<file path="src/rtl/uart_tx_arb_pkg.sv">
// Purpose: shared FSM state type and header-byte helper for uart_tx_arb.
// Latency: n/a (types, constants and a pure function only).
// Backpressure: n/a.
package uart_tx_arb_pkg;

   // Hdr exists only when the per-frame ID header is compiled in.
   typedef enum logic [2:0] {
      S_IDLE      = 3'd0,
      S_LOAD      = 3'd1,
`ifdef UART_TX_ARB_ID_HDR_EN
      S_HDR       = 3'd2,
`endif
      S_WAIT_DONE = 3'd3,
      S_WAIT_IDLE = 3'd4
   } state_t;

   localparam logic [3:0] ID_HDR_NIBBLE = 4'hA;

   // Header byte announcing which requester owns the frame that follows.
   function automatic logic [7:0] hdr_byte(input logic [3:0] id);
      return {ID_HDR_NIBBLE, id};
   endfunction

endpackage

</file>
<file path="src/rtl/uart_tx_arb_rr_pick.sv">
// Purpose: combinational round-robin picker, first set request above i_ptr (wrapping).
// Latency: 0 cycles (pure combinational).
// Backpressure: none; the caller decides when the pick is consumed.
module rr_pick #(
   parameter int NUM_REQ = 4,
   localparam int W = $clog2(NUM_REQ)
) (
   input  logic [NUM_REQ-1:0] i_req,
   input  logic [W-1:0]       i_ptr,
   output logic               o_valid,
   output logic [W-1:0]       o_idx
);

   // Scan i_ptr+1 .. i_ptr+NUM_REQ (mod NUM_REQ); the first hit wins, so i_ptr itself is last.
   always_comb begin
      int c;
      c       = 0;
      o_valid = 1'b0;
      o_idx   = '0;
      for (int i = 1; i <= NUM_REQ; i++) begin
         c = int'(i_ptr) + i;
         if (c >= NUM_REQ) c = c - NUM_REQ;
         if (!o_valid && i_req[c]) begin
            o_valid = 1'b1;
            o_idx   = c[W-1:0];
         end
      end
   end

endmodule

</file>
<file path="src/rtl/uart_tx_arb.sv">
// Purpose: round-robin share of one UART_Tx among NUM_REQ framed byte streams (optional ID header: UART_TX_ARB_ID_HDR_EN).
// Latency: req_valid in Idle -> u_data_en after 2 clocks; one byte in flight at a time.
// Backpressure: req_ready only toward the granted requester in Load; next byte waits for tx_done to rise and fall.
module uart_tx_arb
   import uart_tx_arb_pkg::*;
#(
   parameter int NUM_REQ = 4
) (
   input  logic                       clk,
   input  logic                       rst,
   input  logic [NUM_REQ-1:0]         req_valid,
   input  logic [NUM_REQ-1:0]         req_last,
   input  logic [NUM_REQ*8-1:0]       req_data,
   output logic [NUM_REQ-1:0]         req_ready,
   output logic                       u_data_en,
   output logic [7:0]                 u_data,
   input  logic                       u_tx_done,
   output logic [$clog2(NUM_REQ)-1:0] grant_id,
   output logic                       busy
);

   localparam int W = $clog2(NUM_REQ);

   state_t            r_state;
   logic [W-1:0]      r_ptr;
   logic [W-1:0]      r_grant_id;
   logic              r_locked;
   logic              r_data_en;
   logic [7:0]        r_data;

   logic              w_pick_vld;
   logic [W-1:0]      w_pick_idx;
   logic              w_hs;
   logic [7:0]        w_byte;
   logic [NUM_REQ-1:0] w_req_ready;

   rr_pick #(.NUM_REQ(NUM_REQ)) u_pick (
      .i_req   (req_valid),
      .i_ptr   (r_ptr),
      .o_valid (w_pick_vld),
      .o_idx   (w_pick_idx)
   );

   assign w_hs   = (r_state == S_LOAD) && req_valid[r_grant_id];
   assign w_byte = req_data[{r_grant_id, 3'b000} +: 8];

   // Ready is a pure decode of state and grant, so only the owner can ever be strobed.
   always_comb begin
      w_req_ready = '0;
      if (r_state == S_LOAD) w_req_ready[r_grant_id] = req_valid[r_grant_id];
   end

   // Arbitration and byte sequencing; the grant is held across a frame until its last byte drains.
   always_ff @(posedge clk or posedge rst) begin
      if (rst) begin
         r_state    <= S_IDLE;
         r_ptr      <= W'(NUM_REQ - 1);
         r_grant_id <= '0;
         r_locked   <= 1'b0;
         r_data_en  <= 1'b0;
         r_data     <= 8'h00;
      end else begin
         r_data_en <= 1'b0;
         case (r_state)
            S_IDLE: begin
               if (w_pick_vld) begin
                  r_grant_id <= w_pick_idx;
`ifdef UART_TX_ARB_ID_HDR_EN
                  r_state    <= S_HDR;
`else
                  r_state    <= S_LOAD;
`endif
               end
            end
`ifdef UART_TX_ARB_ID_HDR_EN
            S_HDR: begin
               // Header never handshakes with the client; the frame body always follows it.
               r_data    <= hdr_byte(4'(r_grant_id));
               r_data_en <= 1'b1;
               r_locked  <= 1'b1;
               r_state   <= S_WAIT_DONE;
            end
`endif
            S_LOAD: begin
               if (w_hs) begin
                  r_data    <= w_byte;
                  r_data_en <= 1'b1;
                  r_locked  <= !req_last[r_grant_id];
                  r_state   <= S_WAIT_DONE;
               end
            end
            S_WAIT_DONE: begin
               if (u_tx_done) r_state <= S_WAIT_IDLE;
            end
            S_WAIT_IDLE: begin
               // tx_done is multi-cycle; waiting for it to drop counts each byte once.
               if (!u_tx_done) begin
                  if (r_locked) begin
                     r_state <= S_LOAD;
                  end else begin
                     r_ptr   <= r_grant_id;
                     r_state <= S_IDLE;
                  end
               end
            end
            default: r_state <= S_IDLE;
         endcase
      end
   end

   assign req_ready = w_req_ready;
   assign u_data_en = r_data_en;
   assign u_data    = r_data;
   assign grant_id  = r_grant_id;
   assign busy      = (r_state != S_IDLE);

endmodule
</file>
<file path="config.mk">
export PLATFORM = sky130hd
export DESIGN_NAME = uart_tx_arb
export DESIGN_NICKNAME = d
export VERILOG_FILES = /design/src/rtl/uart_tx_arb_pkg.sv /design/src/rtl/uart_tx_arb_rr_pick.sv /design/src/rtl/uart_tx_arb.sv
export SDC_FILE = /design/constraint.sdc
export NUM_CORES = 1
export LEC_CHECK = 0
export BUFFER_PORTS_ARGS = -buffer_cell sky130_fd_sc_hd__buf_2
export CORE_MARGIN = 2
export CORE_UTILIZATION = 30
export CTS_BUF_LIST = sky130_fd_sc_hd__clkbuf_8
export DETAILED_ROUTE_END_ITERATION = 12
export SLEW_MARGIN = 40
export SYNTH_ARGS = -nofsm -noshare
export SYNTH_HDL_FRONTEND = slang
export SYNTH_SLANG_ARGS = --single-unit
</file>
<file path="constraint.sdc">
create_clock -name clk -period 3.4 [get_ports clk]
set_clock_uncertainty 0.15 [all_clocks]
set_input_delay 0.17 -clock clk [delete_from_list [all_inputs] [get_ports clk]]
set_output_delay 0.17 -clock clk [all_outputs]
set_load 0.05 [all_outputs]
</file>
Word level (Yosys, flattened, before mapping)
Cells that the tools add are included.
{"block": "totals", "elab_cells": 89, "n_memories": 0, "mem_bits_rw": 0, "inputBits": 43, "latch_bits": 0, "romBits": 0, "register_bits": 17, "out_inout_bits": 16}
{"block": "op_classes", "n_mux": 39, "shifts": 1, "n_div": 0, "order_cmp": 10, "bitwise_logic": 3, "multipliers": 0, "addsub": 8, "n_reduce_logical": 15, "n_eq_ne": 7}
{"operator": ">= comparator 32 x 4 -> 1 bit (second input constant)", "count": 4}
{"operator": "less-than comparator 32 x 4 -> 1 bit (second input constant)", "count": 4}
{"operator": "two-way mux 32 bit", "count": 4}
{"operator": "subtractor 32 x 4 -> 32 bit (second input constant)", "count": 4}
{"operator": "variable part select 32 x 6 -> 8 bit", "count": 1}
{"operator": "two-way mux 1 bit", "count": 18}
{"operator": "binary-select mux 1 bit (select 2 bit)", "count": 6}
{"operator": "two-way mux 3 bit", "count": 4}
{"operator": "case mux 3 bit (4 select lines)", "count": 1}
{"operator": "two-way mux 2 bit", "count": 4}
{"operator": "adder 2 x 2 -> 3 bit (second input constant)", "count": 2}
{"operator": "!= test 2 bit (second input constant)", "count": 3}
{"operator": "logical AND 1 bit", "count": 5}
{"operator": "adder 2 x 3 -> 4 bit (second input constant)", "count": 1}
{"operator": "bitwise AND 4 bit", "count": 1}
{"operator": "logical NOT 1 bit", "count": 4}
{"operator": "two-way mux 4 bit", "count": 1}
{"operator": "AND reduction 2 bit", "count": 2}
{"operator": "AND reduction 4 bit", "count": 1}
{"operator": "adder 2 x 1 -> 3 bit (second input constant)", "count": 1}
{"operator": "== test 3 x 1 -> 1 bit (second input constant)", "count": 1}
{"operator": "== test 3 x 2 -> 1 bit (second input constant)", "count": 1}
{"operator": "== test 3 bit (second input constant)", "count": 1}
{"operator": "logical NOT 3 bit", "count": 1}
{"operator": "other kinds (7)", "count": 8}

Longest topological paths before layout
Gate-level depths: netlist of the first run.
{"block": "logic_depth", "word_depth": 18, "depth_mapped": 7}

By module
From an unflattened synthesis of the first run, not the netlist that was laid out.
{"block": "hier_totals", "cells_unflattened": 88, "area_unflattened_um2": 1143.6}
{"module": "uart_tx_arb", "cells_each": 74, "area_each_um2": 1052.3, "n_inst": 1, "seq_area_each_um2": 427.9}
{"module": "rr_pick", "cells_each": 14, "area_each_um2": 91.3, "n_inst": 1, "seq_area_each_um2": 0.0}

Worst setup path after synthesis of the first run
Ideal clock, no wire load.
{"block": "synth_path", "path_kind": "register to output", "from": "register r_grant_id[0] (netlist: grant_id[0])", "to": "output port req_ready[1]", "path_buffers": 3, "arrival_ns": 2.889, "path_slack_ns": 0.191, "required_ns": 3.080, "path_stages_with_launch": 7, "path_cell_list": "dfrtp_1 > buf_6 > mux4_2 > or3b_1 > buf_6 > buf_8 > nor3b_1"}
{"block": "synth_via", "elab_chain_cells": 6, "word_cells_on_any_way": 9, "cone_classes": "order compare (2); mux (5); bitwise (1); reduce/logical (1)"}
{"element": "from (decl)", "line_no": "uart_tx_arb.sv:26", "text": "logic [W-1:0] r_grant_id;"}
{"element": "from (signal assigned)", "line_no": "uart_tx_arb.sv:67", "text": "r_grant_id <= w_pick_idx;"}
{"element": "less-than comparator 2 x 3 -> 1 bit (not written as such) / >= comparator 2 x 1 -> 1 bit (equally long branches)", "line_no": "uart_tx_arb.sv:50", "text": "if (r_state == S_LOAD) w_req_ready[r_grant_id] = req_valid[r_grant_id];"}
{"element": "logical AND 1 bit (not written as such)", "line_no": "uart_tx_arb.sv:50"}
{"element": "two-way mux 1 bit (not written as such)", "line_no": "uart_tx_arb.sv:50"}
{"element": "demux 1 bit (select 2 bit)", "line_no": "uart_tx_arb.sv:50"}
{"element": "bitwise AND 4 bit (no source line) *"}
{"element": "two-way mux 4 bit *", "line_no": "uart_tx_arb.sv:50"}
{"element": "to (decl)", "line_no": "uart_tx_arb.sv:14", "text": "output logic [NUM_REQ-1:0] req_ready,"}
Mark *: on every way between the ends. The rest lies on a longest branch, timed or not. The select of a mux whose other input is x is not followed.

Worst setup path after layout of the first run
{"block": "layout_path", "from": "register r_grant_id[1] (netlist: grant_id[1])", "to": "output port req_ready[2]"}
Same word-level chain as after synthesis.

==> results of run 1 <==
## worst paths after layout
kind | startpoint | to | slack [ps] | cells past startpoint
setup reg to reg | grant_id[1] | u_data[3] | 1030 | 3
hold / removal | u_tx_done | r_state[2] | 60 | 2
max in group asynchronous | rst | u_data[3] | 2280 | 3
setup / recovery | grant_id[1] | req_ready[2] | 560 | 4
min in group asynchronous | rst | u_data_en | 410 | 3
hold reg to reg | u_data[1] | u_data[1] | 360 | 1
## sequential cells by signal, indices dropped and copies added, names as in the netlist
register / count
u_data_en: 1
r_locked: 1
u_data: 8
r_ptr: 2
r_state: 3
grant_id: 2
## what timing repair did
item | in CTS | in global routing
endpoints found under the setup margin | 0 | 0
hold buffers | 1 | 0
setup buffers | 0 | 0
hold endpoints to repair | 15 | 0
## kinds of logic (layout without fill, tap and decap cells)
logic type      after synthesis  in the layout  share of synthesized area
flops                        17             17                      0.358
buf+inv                      16             72                     0.0743
compound gates               19             19                      0.104
simple gates                 27             27                      0.139
mux                          22             22                      0.325
## worst max-delay path, stage by stage, from the launching register on
cell and delay (ps):
dfrtp_1 760, mux4_2 330, or3b_1 600, nor3b_1 280, buf_2 300
## power breakdown
part	internal [W]	leakage [nW]	switching [W]
registers	0.000305	0.201	0.000111
logic	0.000358	0.520	0.000516
clock network	0.0000799	0.0269	0.0000640
total	0.000743	0.748	0.000691
## Yosys cell counts (all sizes together), types with 3 or more instances
| cell type | number |
|---|---|
| nand2b | 4 |
| a21oi | 4 |
| buf | 5 |
| nand3b | 4 |
| mux2 | 11 |
| clkbuf | 3 |
| nor3b | 4 |
| o221ai | 3 |
| o21ai | 6 |
| nor2 | 3 |
| dfrtp | 15 |
| mux4 | 10 |
| inv | 8 |
| nor3 | 3 |
## per-layer routing
metal | routed length, um | vias to the layer above | GRT usage | share of wire
met3 | 177 | 2 | 0.0200 | 0.057
li1 | - | 499 | - | -
met1 | 1270 | 514 | 0.173 | 0.41
met4 | 27 | 0 | 0.0536 | 0.0087
met5 | 0 | - | 0 | 0
met2 | 1610 | 39 | 0.261 | 0.52
## cell type report
class	count	area (um^2)	share of cell area
Inverter	8	30.0	0.0194
Tap cell	48	60.1	0.0387
Multi-Input combinational cell	68	679	0.438
Clock buffer	3	41.3	0.0266
Sequential cell	17	428	0.276
Clock inverter	1	3.75	0.00242
Timing Repair Buffer	60	308	0.199
## metrics by stage
| stage | instance area [um^2] | std cells | utilization | power (W) | hold WS, ps |
|---|---|---|---|---|---|
| floorplan | 1200 | 101 | - | 0.00115 | -55.4 |
| global placement | 1500 | 200 | 0.399 | 0.00128 | 133 |
| detailed placement | 1500 | 200 | 0.399 | 0.00130 | 135 |
| CTS | 1550 | 205 | 0.414 | 0.00145 | 47.8 |
| global route | 1550 | 205 | 0.414 | 0.00154 | 66.3 |
| finish | 1550 | 205 | 0.414 | 0.00143 | 58.2 |
==> results.yml, run 1 <==
timing:
  timing.final.max_slew_violations: 0
  maximum_clock_rate_ghz: 0.352
  slew_headroom: 0.569
  post-route-period-util: 0.836
  worst_pin_slew_ps: 647
  timing.final.setup_violations: 0
  setup_ws_ps: 556
  tns_ps: 0
  grt_setup_unrepaired: "false"
  finalHoldViolations: 0
  timing.final.crit_period_ps: 2840
synth:
  synthFlopType: "dfrtp_1"
  synth_fp_nets: 144
  synth-edff-count: 0
  synthDistinctLibCells: 35
  synth_seq_cells: 17
  yosys_warnings: 0
  synth_top_cell_by_area: "dfrtp_1"
  synthArstFlopShare: 1.00
  synth_area_leaders: "dfrtp_1 31%, mux4_2 11%, mux4_1 8.8%, mux2_2 6.6%, mux2_4 5.0%"
  post_synth_instance_area_mm2: 0.00120
  syn_avg_cell_area_um2: 11.8
  seq_area_frac_synth: 0.358
  netlist_instances: 101
  post-synth-top-area-fraction: 0.314
power:
  power.density_mw_per_mm2: 925
  power.static_leakage_nw: 0.748
  power.ir.vdd_worst_mv: 0.232
setup_path:
  cp_data_arrival_time_ps: 2520
  criticalPathCategory: "flop to primary output"
  setup.worst_path.start_class: "flop"
  worstSetupEndpointType: "primary output"
  cp_max_fo: 19
  worstPathRequired_ps: 3080
cts:
  cts.sink_count: 17
  path_clk_slew_ps: 60
  cts.htree.levels: 1
  deepest_clock_path_buffer_count: 2
  tritoncts: "done"
  cts-resized-gates: 0
  clk_root_buffer_cell: "clkbuf_8"
  worst_skew_pair.late_latency_ps: 250
  cts_inserted_buffers: 3
placement:
  gp_congestion: 0.741
  buffer_ports.inserted: 58
  preCtsSetupSlack_ps: 807
  hpwlAfterDp_um: 2440
global_route:
  wire_length_of_the_first_global_routing_pass_um: 4890
  track_usage: 0.144
  grt_antenna_before_repair: 0
  grt-ovfl-total: 0
  maximum_number_of_pins_on_one_net_before_global_route_repair: 20
  first_global_vias: 1086
cells_and_area:
  num_antenna_cells: 0
  finish.net_count: 201
  layout-area-overhead-vs-synth_pct: 29.6
  layout_commonest_cell: "buf_2"
  n_fill_cell: 405
  mostFrequentLayoutCells: "58 x buf_2, 15 x dfrtp_1, 9 x inv_1"
  drive_gt1_frac: 0.516
detailed_routing:
  detailroute.via_count: 1054
  drtPass1Iterations: 4
  vias_per_cell: 5.14
  detail_route.wirelength_um: 3090
  wl_per_cell_um: 15.1
  drc: 0
  drt-initial-drc-count: 52
  drtAntennaViolNets: 0
flow_run:
  max-cap-violations: 0
floorplanning:
  core_area_mm2: 0.00374
  placementRows: 22
  num_io_pins: 59
  floorplan.die.width_um: 67.1
  die_height_um: 67.1
  fp.dieArea_mm2: 0.00451
  floorplan.initialDensity: 0.320
run_status:
  run_status: "finished clean"
worst_hold_path:
  min_path_type: "primary input to flop"
Power figures use the tool's default switching activity.
==> inputs of run 2 (changes only) <==
==> constraint.sdc (replaced) <==
create_clock -name clk -period 2.7 [get_ports clk]
set_clock_uncertainty 0.15 [all_clocks]
set_input_delay 0.135 -clock clk [delete_from_list [all_inputs] [get_ports clk]]
set_output_delay 0.135 -clock clk [all_outputs]
set_load 0.05 [all_outputs]
==> results.yml, run 2 (same netlist as run 1, synthesis figures left out) <==
cells_and_area:
  largest_register_ffs: 8
  drive_gt1_frac: 0.547
  num_antenna_cells: 0
  mostFrequentLayoutCells: "58 x buf_2, 15 x dfrtp_1, 8 x inv_1"
  layout-area-overhead-vs-synth_pct: 32.2
  finish.net_count: 203
  layout_commonest_cell: "buf_2"
  design_area_mm2: 0.00158
placement:
  hpwlAfterDp_um: 2350
  post_dp_cell_area_mm2: 0.00153
  buffer_ports.inserted: 58
  gp_congestion: 0.761
cts:
  cts_inserted_buffers: 3
  path_clk_slew_ps: 70
  cts.sink_count: 17
  worst_skew_pair.late_latency_ps: 250
  cts.htree.levels: 1
  cts-resized-gates: 0
  tritoncts: "done"
  clk_root_buffer_cell: "clkbuf_8"
  deepest_clock_path_buffer_count: 2
  postCtsSetupBuffers: 0
global_route:
  track_usage: 0.141
  first_global_vias: 1064
  grt_antenna_before_repair: 0
  maximum_number_of_pins_on_one_net_before_global_route_repair: 19
  grt-ovfl-total: 0
  wire_length_of_the_first_global_routing_pass_um: 4770
floorplanning:
  fp.dieArea_mm2: 0.00451
  num_io_pins: 59
  floorplan.initialDensity: 0.320
  core_area_mm2: 0.00374
  floorplan.die.width_um: 67.1
  placementRows: 22
  die_height_um: 67.1
setup_path:
  worstPathRequired_ps: 2410
  cp_slowest_cell: "mux4_2"
  rr_startpoint: "grant_id[0]"
  path_delay_family: "simple AND/OR/NAND/NOR gates"
  cp_max_fo: 10
  worst_path_largest_cell_delay_ps: 500
  setup.worst_path.start: "grant_id[0]"
  worstPathCellList: "mux4_2 > or3b_1 > inv_1 > and3_1 > buf_2"
  criticalPathCategory: "flop to primary output"
  setup.worst_path.start_class: "flop"
  worstSetupEndpointType: "primary output"
  cp_data_arrival_time_ps: 2080
  cp_num_buf_inv: 2
detailed_routing:
  wl_per_cell_um: 14.6
  vias_per_cell: 5.18
  drtPass1Iterations: 4
  drt-initial-drc-count: 53
  detail_route.wirelength_um: 3020
  drc: 0
  drtAntennaViolNets: 0
  detailroute.via_count: 1073
timing:
  worst_pin_slew_ps: 679
  maximum_clock_rate_ghz: 0.423
  slew_headroom: 0.547
  post-route-period-util: 0.875
  tns_ps: 0
  timing.final.max_slew_violations: 0
  finalHoldViolations: 0
  timing.final.crit_period_ps: 2360
  timing.final.setup_violations: 0
  grt_setup_unrepaired: "false"
power:
  power.static_leakage_nw: 0.760
  power.density_mw_per_mm2: 1170
  power.ir.vdd_worst_mv: 0.317
run_status:
  run_status: "finished clean"
worst_hold_path:
  min_path_type: "primary input to flop"
  hold_path_startpoint: "u_tx_done"
flow_run:
  max-cap-violations: 0
==> run 2: timing repair <==
action / CTS / global route
setup endpoints to repair: 0 / 0
hold buffers: 1 / 0
endpoints found under the hold margin: 15 / 0
==> run 2: metrics by stage <==
step                      instances  setup WS, ps  hold slack (ps)   util  total power [W]
final                           207           338             14.1  0.422          0.00184
after global routing            207           246             20.1  0.422          0.00196
after CTS                       207           332             10.1  0.422          0.00186
after detailed placement        202           552              118  0.407          0.00167
after global placement          202           592             97.4  0.407          0.00164
after floorplan                 101          12.9            -90.4      -          0.00146
==> run 2: path summary, 6_finish.rpt <==
kind                            slack [ps]      endpoint  cells past startpoint
worst min-delay path                    10    r_state[2]                      2
worst max register to register         550     u_data[3]                      4
worst min register to register         350     u_data[0]                      1
min in group asynchronous              370     u_data[5]                      3
worst max-delay path                   340  req_ready[3]                      5
max in group asynchronous             1590     u_data[7]                      3
==> run 2: final cells by class <==
cell class                 count  area [um^2]
fill                         370         2160
multi-input combinational     68          694
sequential                    17          428
timing repair buffer          62          323
tap                           48         60.1
clock buffer                   3         41.3
inverter                       8         30.0
clock inverter                 1         5.00
==> run 2: where the power goes <==
group	internal [W]	switching [W]	total [W]
clock	0.000102	0.0000868	0.000189
combinational	0.000471	0.000694	0.00116
sequential	0.000385	0.000106	0.000491
==> run 2: metal layers <==
metal / global-route usage / wire [um] / up-vias
li1: - / - / 503
met1: 0.162 / 1280 / 530
met2: 0.261 / 1510 / 38
met3: 0.0217 / 193 / 2
met4: 0.0536 / 27 / 0
met5: 0 / 0 / -
==> run 2: worst reg2reg max path, stage by stage (launching register included) <==
cell,delay (ps)
dfrtp_1,370
mux4_2,500
or3b_1,460
buf_4,230
mux2_2,330
